### src/rtl/lane_deskew_pkg.sv
// Shared types and constants for the lane deskew / destriping stage.
// Holds the FSM state encoding, the default alignment K-symbol and the
// per-lane symbol record stored in each lane buffer.
package lane_deskew_pkg;

    typedef enum logic {
        SEARCH  = 1'b0,
        ALIGNED = 1'b1
    } deskew_state_e;

    localparam logic [7:0] COM_SYM_DEFAULT = 8'hBC;

    typedef struct packed {
        logic       k;
        logic [7:0] data;
    } symbol_t;

    // A symbol is the alignment marker only when it is a K-symbol with the COM value.
    function automatic logic is_com(input symbol_t s, input logic [7:0] com);
        return s.k && (s.data == com);
    endfunction

endpackage

### src/rtl/lane_fifo.sv
// Per-lane circular elastic buffer of DEPTH {k, data} entries.
// Ports:
//   clk, rst_n   clock and synchronous active-low reset
//   push, din    write din this cycle
//   pop          drop the head entry this cycle
//   flush        empty the buffer this cycle (takes priority over push/pop)
//   head         oldest stored symbol (valid when empty is low)
//   empty, full  occupancy flags
// DEPTH must be a power of two of at least 2 so the pointers wrap naturally.
module lane_fifo
    import lane_deskew_pkg::*;
#(
    parameter int DEPTH = 8
) (
    input  logic    clk,
    input  logic    rst_n,
    input  logic    push,
    input  logic    pop,
    input  logic    flush,
    input  symbol_t din,
    output symbol_t head,
    output logic    empty,
    output logic    full
);

    localparam int AW = $clog2(DEPTH);
    localparam logic [AW:0] FULL_COUNT = (AW+1)'(DEPTH);

    symbol_t       mem [DEPTH];
    logic [AW-1:0] wr_ptr;
    logic [AW-1:0] rd_ptr;
    logic [AW:0]   count;
    logic          do_push;
    logic          do_pop;

    assign empty = (count == '0);
    assign full  = (count == FULL_COUNT);
    assign head  = mem[rd_ptr];

    // A push into a full buffer is only accepted when the head leaves in the
    // same cycle; popping an empty buffer is ignored.
    assign do_pop  = pop && !empty;
    assign do_push = push && (!full || do_pop);

    // Storage array; contents need no reset because occupancy gates every read.
    always_ff @(posedge clk) begin
        if (rst_n && !flush && do_push) begin
            mem[wr_ptr] <= din;
        end
    end

    // Pointers and occupancy count; a flush behaves exactly like a reset.
    always_ff @(posedge clk) begin
        if (!rst_n || flush) begin
            wr_ptr <= '0;
            rd_ptr <= '0;
            count  <= '0;
        end else begin
            if (do_push) begin
                wr_ptr <= wr_ptr + AW'(1);
            end
            if (do_pop) begin
                rd_ptr <= rd_ptr + AW'(1);
            end
            case ({do_push, do_pop})
                2'b10:   count <= count + (AW+1)'(1);
                2'b01:   count <= count - (AW+1)'(1);
                default: count <= count;
            endcase
        end
    end

endmodule

### src/rtl/lane_deskew.sv
// Receive-side lane deskew and destriping stage.
// Every lane feeds its own elastic buffer; the block discards symbols on each
// lane until all lane heads show COM together, then pops all lanes in lockstep
// and registers one symbol per lane as a single output word.
// Ports:
//   clk, rst_n   clock and synchronous active-low reset
//   in_valid     all lanes present a symbol this cycle
//   in_data      per-lane symbol, lane i in element i
//   in_k         per-lane K flag
//   out_valid    out_data/out_k hold an aligned word
//   out_data     destriped word, lane i in byte i
//   out_k        K flags matching out_data
//   aligned      high while in the ALIGNED state
//   deskew_err   one-cycle pulse on overflow or loss of alignment
module lane_deskew
    import lane_deskew_pkg::*;
#(
    parameter int         DATA_LANES = 4,
    parameter int         DEPTH      = 8,
    parameter logic [7:0] COM_SYM    = COM_SYM_DEFAULT
) (
    input  logic                        clk,
    input  logic                        rst_n,
    input  logic                        in_valid,
    input  logic [DATA_LANES-1:0][7:0]  in_data,
    input  logic [DATA_LANES-1:0]       in_k,
    output logic                        out_valid,
    output logic [DATA_LANES-1:0][7:0]  out_data,
    output logic [DATA_LANES-1:0]       out_k,
    output logic                        aligned,
    output logic                        deskew_err
);

    deskew_state_e state;
    deskew_state_e next_state;

    symbol_t                       head [DATA_LANES];
    logic [DATA_LANES-1:0]         empty;
    logic [DATA_LANES-1:0]         full;
    logic [DATA_LANES-1:0]         head_com;
    logic [DATA_LANES-1:0][7:0]    head_data;
    logic [DATA_LANES-1:0]         head_k;
    logic [DATA_LANES-1:0]         pop;
    logic                          push;
    logic                          flush;
    logic                          load_word;
    logic                          raise_err;
    logic                          overflow;
    logic                          all_ne;
    logic                          all_com;
    logic                          any_com;

    // One buffer per lane; all lanes share push and flush so they stay in lockstep.
    for (genvar g = 0; g < DATA_LANES; g++) begin : g_lane
        symbol_t lane_in;

        assign lane_in      = {in_k[g], in_data[g]};
        assign head_com[g]  = is_com(head[g], COM_SYM);
        assign head_data[g] = head[g].data;
        assign head_k[g]    = head[g].k;

        lane_fifo #(
            .DEPTH (DEPTH)
        ) u_fifo (
            .clk   (clk),
            .rst_n (rst_n),
            .push  (push),
            .pop   (pop[g]),
            .flush (flush),
            .din   (lane_in),
            .head  (head[g]),
            .empty (empty[g]),
            .full  (full[g])
        );
    end

    // Only non-empty lanes count towards the COM tests; an empty lane's head is stale.
    assign all_ne  = &(~empty);
    assign all_com = &(head_com & ~empty);
    assign any_com = |(head_com & ~empty);

    // Next-state, per-lane pop and flush decisions. Overflow is evaluated last
    // because it overrides whatever the alignment logic decided this cycle.
    always_comb begin
        next_state = state;
        pop        = '0;
        flush      = 1'b0;
        load_word  = 1'b0;
        raise_err  = 1'b0;

        case (state)
            SEARCH: begin
                if (all_com) begin
                    pop        = '1;
                    load_word  = 1'b1;
                    next_state = ALIGNED;
                end else begin
                    pop = ~empty & ~head_com;
                end
            end
            ALIGNED: begin
                if (all_ne) begin
                    pop = '1;
                    if (any_com && !all_com) begin
                        raise_err  = 1'b1;
                        flush      = 1'b1;
                        next_state = SEARCH;
                    end else begin
                        load_word = 1'b1;
                    end
                end
            end
            default: begin
                next_state = SEARCH;
            end
        endcase

        overflow = in_valid && |(full & ~pop);
        if (overflow) begin
            raise_err  = 1'b1;
            flush      = 1'b1;
            load_word  = 1'b0;
            next_state = SEARCH;
        end

        push = in_valid && !flush;
    end

    // State and output registers; out_data/out_k hold their last word between loads.
    always_ff @(posedge clk) begin
        if (!rst_n) begin
            state      <= SEARCH;
            out_valid  <= 1'b0;
            out_data   <= '0;
            out_k      <= '0;
            aligned    <= 1'b0;
            deskew_err <= 1'b0;
        end else begin
            state      <= next_state;
            out_valid  <= load_word;
            deskew_err <= raise_err;
            aligned    <= (next_state == ALIGNED);
            if (load_word) begin
                out_data <= head_data;
                out_k    <= head_k;
            end
        end
    end

endmodule

### config.mk
export PLATFORM = sky130hd
export DESIGN_NAME = lane_deskew
export DESIGN_NICKNAME = d
export VERILOG_FILES = /design/src/rtl/lane_deskew_pkg.sv /design/src/rtl/lane_fifo.sv /design/src/rtl/lane_deskew.sv
export SDC_FILE = /design/constraint.sdc
export NUM_CORES = 1
export LEC_CHECK = 0
export CORE_MARGIN = 5
export CORE_UTILIZATION = 25
export DETAILED_ROUTE_END_ITERATION = 6
export PLACE_DENSITY = 0.5
export SLEW_MARGIN = 0
export SYNTH_ARGS = -nofsm -noshare
export SYNTH_HDL_FRONTEND = slang
export SYNTH_HIERARCHICAL = 1
export SYNTH_SLANG_ARGS = --single-unit
export TNS_END_PERCENT = 5
### constraint.sdc
create_clock -name clk -period 7.8 [get_ports clk]
set_input_delay 1.95 -clock clk [delete_from_list [all_inputs] [get_ports clk]]
set_output_delay 1.95 -clock clk [all_outputs]
set_load 0.005 [all_outputs]
==> results.yml, run 1 <==
synthesis:
  synthArstFlopShare_pct: 0
  synth_cells: 954
  yosysUniqueCellTypes: 61
  synth-seq-cells: 379
  ys.flop_type: "edfxtp_1"
  synth_edf_count: 288
  yosysWarnings: 6
  syn_avg_cell_area_um2: 16.5
  yosysSeqAreaShare_pct: 66.5
  synth_nets: 1014
  syn_area_um2: 15800
clock_tree:
  cts_tree: "built"
  ctsHoldBuffers: 0
  cts_setup_buffers: 0
  cts.htree.levels: 2
  cts.clk_slew.worst_paths_ns: 0.06
  cts_resized: 0
  clock-root-buffer: "clkbuf_16"
  clockBufferDepth: 3
  clock_sinks: 379
  insertion_delay_ns: 0.55
  numCtsBuffers: 44
hold_path:
  min_from: "out_data[0]"
  hp-class: "flip-flop to flip-flop"
  hold_depth: 2
  min_to: "out_data[0]"
timing:
  finClkSkew_ns: 0.0179
  period_share_pct: 76.2
  hold_viol: 0
  slew_headroom_pct: 18.4
  setup_tns_ns: 0
  worst_slew_pin_slew_ns: 1.21
  rsz0062_at_grt: "no"
  max_freq_mhz: 168
  finalSetupViolCount: 0
  maxSlewViolCount: 0
  period_minus_slack_ns: 5.95
routing:
  routed_via_density: 4.49
  detail-route-antenna-nets: 0
  dr.pass1.iters: 5
  drt_iter0_markers: 517
  routed_wl_mm: 36.5
  routedWlPerCell_um: 19.0
  drc_errors: 0
  vias: 8631
global_route:
  grt_max_degree: 56
  first_global_vias: 8910
  grt_use_met2_pct: 17.1
  grt_pass1_wl_mm: 55.6
  grt-busiest-layer: "met2"
  grt-ovfl-total: 0
  grtUsageTotal_pct: 10.7
  use_met3_pct: 2.56
  antenna_found_initial: 3
  grtUsageMet1_pct: 14.5
finish:
  synthToLayoutAreaGrowth_pct: 19.4
  finish.utilization_pct: 30.0
  final_nets: 1100
  fin_cells: 1922
  fin_area_um2: 18800
  drive_gt1_share_pct: 16.7
critical_path:
  crit_arrival_ns: 6.11
  crit_family: "simple AND/OR/NAND/NOR gates"
  critPathKind: "flip-flop to flip-flop"
  worstRegToRegCells: 13
  path_cells: "buf_4 > mux4_2 > mux2_2 > nand4b_1 > or3_1 > nor4_4 > buf_4 > nor2_1 > a21oi_1 > nand2b_1 > o21ai_2 > or3_1 > nor2_1"
  cp_slowest_cell: "dfxtp_1"
  worstPathMaxFanout: 29
  cp-start-kind: "flip-flop"
  required_ns: 7.97
  max_stage_delay_ns: 0.69
  worstSetupEndpointType: "flip-flop"
  worstPathBufferInverterCount: 2
  reg2reg_slack_ns: 1.85
  rr_endpoint: "g_lane[3].u_fifo/mem[6][0]"
placement:
  portBuffers: 77
  place_area_um2: 17400
  dp_hpwl_mm: 25.0
  dp.cells: 1840
  gp_congestion: 0.785
floorplan:
  io_pins: 78
  dieArea_um2: 68100
  core-area_um2: 62700
  floorplan.initialDensity_pct: 25.1
  die_y_um: 261
  die_x_um: 261
  num_rows: 92
power_and_ir_drop:
  power.total_mw: 5.71
  ir_drop_mv: 0.121
  leakage_nw: 6.11
  power_density_nw_per_um2: 303
status:
  status: "finished clean"
job:
  maxCapViolations: 0
-- cell usage after synthesis, types with 4 or more instances --
cell | n | area, µm²
a211oi_1 | 10 | 75.1
fa_1 | 4 | 80.1
mux4_1 | 30 | 788
nand4b_1 | 4 | 35.0
xnor2_1 | 14 | 123
nand3b_1 | 29 | 218
nor4_1 | 10 | 62.6
nor3_1 | 12 | 60.1
buf_2 | 10 | 50.1
buf_1 | 7 | 26.3
o211ai_1 | 7 | 52.6
o22ai_1 | 12 | 75.1
mux2_2 | 36 | 405
o311a_1 | 27 | 270
dfxtp_1 | 91 | 1820
a21oi_1 | 14 | 70.1
xor2_1 | 13 | 114
nand2_1 | 37 | 139
ha_1 | 17 | 213
or3_1 | 9 | 56.3
mux4_2 | 42 | 946
edfxtp_1 | 288 | 8650
and4_1 | 4 | 35.0
nand4_1 | 4 | 25.0
clkbuf_1 | 21 | 78.8
inv_1 | 23 | 86.3
mux2i_1 | 11 | 110
nand2b_1 | 22 | 138
buf_6 | 6 | 67.6
o21ai_2 | 6 | 52.6
nor2_1 | 75 | 282
and2_1 | 7 | 43.8
nand3_1 | 5 | 25.0
-- state kept, by name, indices dropped and copies added (netlist names), named ones only --
register and count:
deskew_err 1, g_lane.u_fifo/count 16, g_lane.u_fifo/mem 288, g_lane.u_fifo/rd_ptr 12, g_lane.u_fifo/wr_ptr 12, out_data 32
out_k 4, out_valid 1, state 1
-- cell type report --
| type | count | area, µm² |
|---|---|---|
| Clock inverter | 18 | 130 |
| Inverter | 23 | 86.3 |
| Tap cell | 846 | 1060 |
| Fill cell | 6133 | 43900 |
| Multi-Input combinational cell | 501 | 4930 |
| Timing Repair Buffer | 91 | 871 |
| Clock buffer | 63 | 1260 |
| Sequential cell | 379 | 10500 |
| Antenna cell | 1 | 2.50 |
-- routing by layer --
layer / routed length, µm / share of wire [%]
met5: 27 / 0.074
met4: 780 / 2.1
met3: 2170 / 5.9
met2: 16900 / 46
met1: 16600 / 46
-- report_power, final --
group	leakage [nW]	switching, mW	total [mW]	internal (mW)
clock	0.674	0.796	1.95	1.16
combinational	2.10	0.690	1.27	0.576
sequential	3.34	0.148	2.49	2.34
total	6.11	1.63	5.71	4.07
-- how the worst max path moves through the flow --
| stage | from | endpoint | cells after the start |
|---|---|---|---|
| global placement | flip-flop | g_lane[3].u_fifo/mem[3][5] | 13 |
| global route | flip-flop | g_lane[1].u_fifo/mem[5][7] | 11 |
| CTS | flip-flop | g_lane[3].u_fifo/mem[6][0] | 13 |
| floorplan | flip-flop | g_lane[1].u_fifo/mem[4][0] | 14 |
| finish | flip-flop | g_lane[3].u_fifo/mem[6][0] | 13 |
| detailed placement | flip-flop | g_lane[3].u_fifo/mem[6][8] | 13 |
-- worst reg2reg max path: stages, from the launching register on --
cell	delay, ns
dfxtp_1	0.69
buf_4	0.36
mux4_2	0.53
mux2_2	0.29
nand4b_1	0.22
or3_1	0.50
nor4_4	0.33
buf_4	0.41
nor2_1	0.15
a21oi_1	0.63
nand2b_1	0.24
o21ai_2	0.10
or3_1	0.43
nor2_1	0.69
-- through the flow --
stage / worst slack, ns / hold slack [ns]
after floorplan: 1.55 / 0.463
after global placement: 1.84 / 0.467
after detailed placement: 1.81 / 0.466
after CTS: 1.77 / 0.478
after global routing: 1.35 / 0.507
final: 1.85 / 0.478
-- cell families (layout without fill, tap and decap cells) --
| family | after synthesis | count (layout) | share of synthesized area (%) |
|---|---|---|---|
| simple gates | 233 | 233 | 8.10 |
| compound gates | 101 | 101 | 5.32 |
| xor+xnor | 27 | 27 | 1.50 |
| other cells | 0 | 1 | 0 |
| mux | 119 | 119 | 14.3 |
| buf+inv | 74 | 195 | 2.49 |
| fa+ha+maj | 21 | 21 | 1.86 |
| flops | 379 | 379 | 66.5 |
-- placed cells by master (no fill, tap or decap), drive strengths merged, types with 5 or more instances in the layout --
| cell | instances |
|---|---|
| o21ai | 8 |
| nor2 | 75 |
| xnor2 | 14 |
| o311a | 27 |
| a21oi | 14 |
| nand2 | 37 |
| nor4 | 12 |
| dfxtp | 91 |
| mux2i | 11 |
| edfxtp | 288 |
| nand2b | 22 |
| clkinv | 11 |
| a211oi | 13 |
| nor3 | 12 |
| inv | 26 |
| o22ai | 12 |
| mux4 | 72 |
| clkdlybuf4s50 | 76 |
| and2 | 8 |
| clkbuf | 63 |
| nand3b | 29 |
| nand3 | 5 |
| o211ai | 7 |
| xor2 | 13 |
| or3 | 12 |
| buf | 15 |
| ha | 17 |
| mux2 | 36 |
Power figures use the tool's default switching activity.
==> run 2, diff against run 1 <==
==> constraint.sdc (replaced) <==
create_clock -name clk -period 6.1 [get_ports clk]
set_input_delay 1.525 -clock clk [delete_from_list [all_inputs] [get_ports clk]]
set_output_delay 1.525 -clock clk [all_outputs]
set_load 0.005 [all_outputs]
==> run 2 against run 1 <==
  * Non-clock buffer count increased by 43
  * Final cell count grew 2.3%
  * Largest cell class unchanged
  * Die area unchanged
  * Power up 33%
  * Register-to-register slack worse by 1.0 ns
==> results.yml, run 2 (synthesis results as in run 1) <==
routing:
  vias: 8716
  routedWlPerCell_um: 18.9
  detail-route-antenna-nets: 0
  routed_via_density: 4.43
  routed_wl_mm: 37.2
  dr.pass1.iters: 5
  drt_iter0_markers: 516
  drc_errors: 0
finish:
  final_common_cell: "edfxtp_1"
  largest-register: "g_lane.u_fifo/mem"
  fillers: 6144
  finish.utilization_pct: 30.7
  antenna_cells: 0
  synthToLayoutAreaGrowth_pct: 22.4
  final_nets: 1144
  fin_area_um2: 19300
  drive_gt1_share_pct: 20.9
  final_cell_mix: "288 x edfxtp_1, 91 x dfxtp_1, 76 x clkdlybuf4s50_1"
  largestRegisters: "g_lane.u_fifo/mem: 288 flops, out_data: 32 flops, g_lane.u_fifo/count: 16 flops"
  largest_reg_flops: 288
  fin_cells: 1967
global_route:
  grt-ovfl-total: 0
  antenna_found_initial: 1
  first_global_vias: 8850
  grtUsageTotal_pct: 10.7
  grt_max_degree: 37
  grt_pass1_wl_mm: 55.5
timing:
  hold_viol: 0
  rsz0062_at_grt: "no"
  maxSlewViolCount: 0
  finalSetupViolCount: 0
  period_minus_slack_ns: 5.26
  setup_tns_ns: 0
  worst_slew_pin_slew_ns: 0.861
  slew_headroom_pct: 42.6
  max_freq_mhz: 190
  finClkSkew_ns: 0.0431
  period_share_pct: 86.2
power_and_ir_drop:
  power.total_mw: 7.56
  power_density_nw_per_um2: 392
  ir_drop_mv: 0.231
  leakage_nw: 6.40
critical_path:
  path_cells: "mux4_1 > mux2_2 > or3b_2 > or3_1 > nor4_4 > buf_4 > nor2_1 > a21oi_1 > o21ai_2 > nand2b_1 > inv_1 > ha_1 > a21oi_1 > a211oi_1 > nand3b_1 > a31oi_1"
  cp-start-kind: "flip-flop"
  reg2reg_slack_ns: 0.84
  worstRegToRegCells: 16
  crit_family: "simple AND/OR/NAND/NOR gates"
  crit_arrival_ns: 5.72
  cp_common_cell: "a21oi_1"
  worstSetupEndpointType: "flip-flop"
  required_ns: 6.57
  rr_endpoint: "g_lane[3].u_fifo/count[3]"
  worstPathMaxFanout: 12
  worstPathBufferInverterCount: 2
  max_stage_delay_ns: 0.67
  critPathKind: "flip-flop to flip-flop"
  cp_slowest_cell: "dfxtp_1"
clock_tree:
  cts.clk_slew.worst_paths_ns: 0.06
  insertion_delay_ns: 0.59
  clock_sinks: 379
  cts_tree: "built"
  cts.htree.levels: 2
  cts_setup_buffers: 0
  ctsHoldBuffers: 0
  numCtsBuffers: 45
  cts_resized: 0
  clockBufferDepth: 3
  clock-root-buffer: "clkbuf_16"
placement:
  portBuffers: 77
  place_area_um2: 17700
  dp_hpwl_mm: 25.0
  gp_congestion: 0.757
  dp.cells: 1883
floorplan:
  core-area_um2: 62700
  io_pins: 78
  dieArea_um2: 68100
  die_x_um: 261
  num_rows: 92
  floorplan.initialDensity_pct: 25.1
  die_y_um: 261
status:
  status: "finished clean"
hold_path:
  hold_depth: 2
  min_from: "out_data[14]"
  min_to: "out_data[14]"
  hp-class: "flip-flop to flip-flop"
job:
  maxCapViolations: 0
-- run 2: power breakdown --
part | internal [mW] | leakage, nW | switching [mW]
Sequential | 2.99 | 3.34 | 0.180
Clock | 1.61 | 0.739 | 1.11
Combinational | 0.775 | 2.33 | 0.900
-- run 2: worst max-delay path by stage --
stage | slack (ns) | cells past startpoint | endpoint
2_1_floorplan | 0.56 | 14 | g_lane[1].u_fifo/mem[4][0]
3_3_place_gp | 0.95 | 16 | g_lane[1].u_fifo/count[3]
3_5_place_dp | 0.85 | 16 | g_lane[3].u_fifo/count[3]
4_1_cts | 0.80 | 16 | g_lane[3].u_fifo/count[3]
5_1_grt | 0.47 | 16 | g_lane[3].u_fifo/count[3]
6_report | 0.84 | 16 | g_lane[3].u_fifo/count[3]
-- run 2: routing by layer --
metal  vias to the layer above  track usage (%)  wire, µm
met5                         -                0         0
met2                       174             16.7     16900
met1                      4425             14.8     17000
li1                       4060                -         -
met4                         0             3.77      1190
met3                        57             2.47      2040
-- run 2: final cells by class --
cell class	instances	area, µm²	share of cell area, %
inverter	23	86.3	0.448
timing repair buffer	134	1190	6.19
clock inverter	31	330	1.71
multi-input combinational	501	4930	25.6
sequential	379	10500	54.3
tap	846	1060	5.49
clock buffer	53	1210	6.26
-- run 2: worst register-to-register path, stage by stage, from the launching register on --
cell	delay [ns]
dfxtp_1	0.67
mux4_1	0.63
mux2_2	0.28
or3b_2	0.52
or3_1	0.39
nor4_4	0.28
buf_4	0.24
nor2_1	0.09
a21oi_1	0.54
o21ai_2	0.18
nand2b_1	0.22
inv_1	0.09
ha_1	0.26
a21oi_1	0.26
a211oi_1	0.14
nand3b_1	0.20
a31oi_1	0.16
-- run 2: metrics by stage --
stage	hold WS (ns)	worst slack (ns)
3_5_place_dp	0.462	0.852
5_1_grt	0.499	0.470
2_1_floorplan	0.463	0.557
3_3_place_gp	0.455	0.955
4_1_cts	0.468	0.799
6_report	0.469	0.844
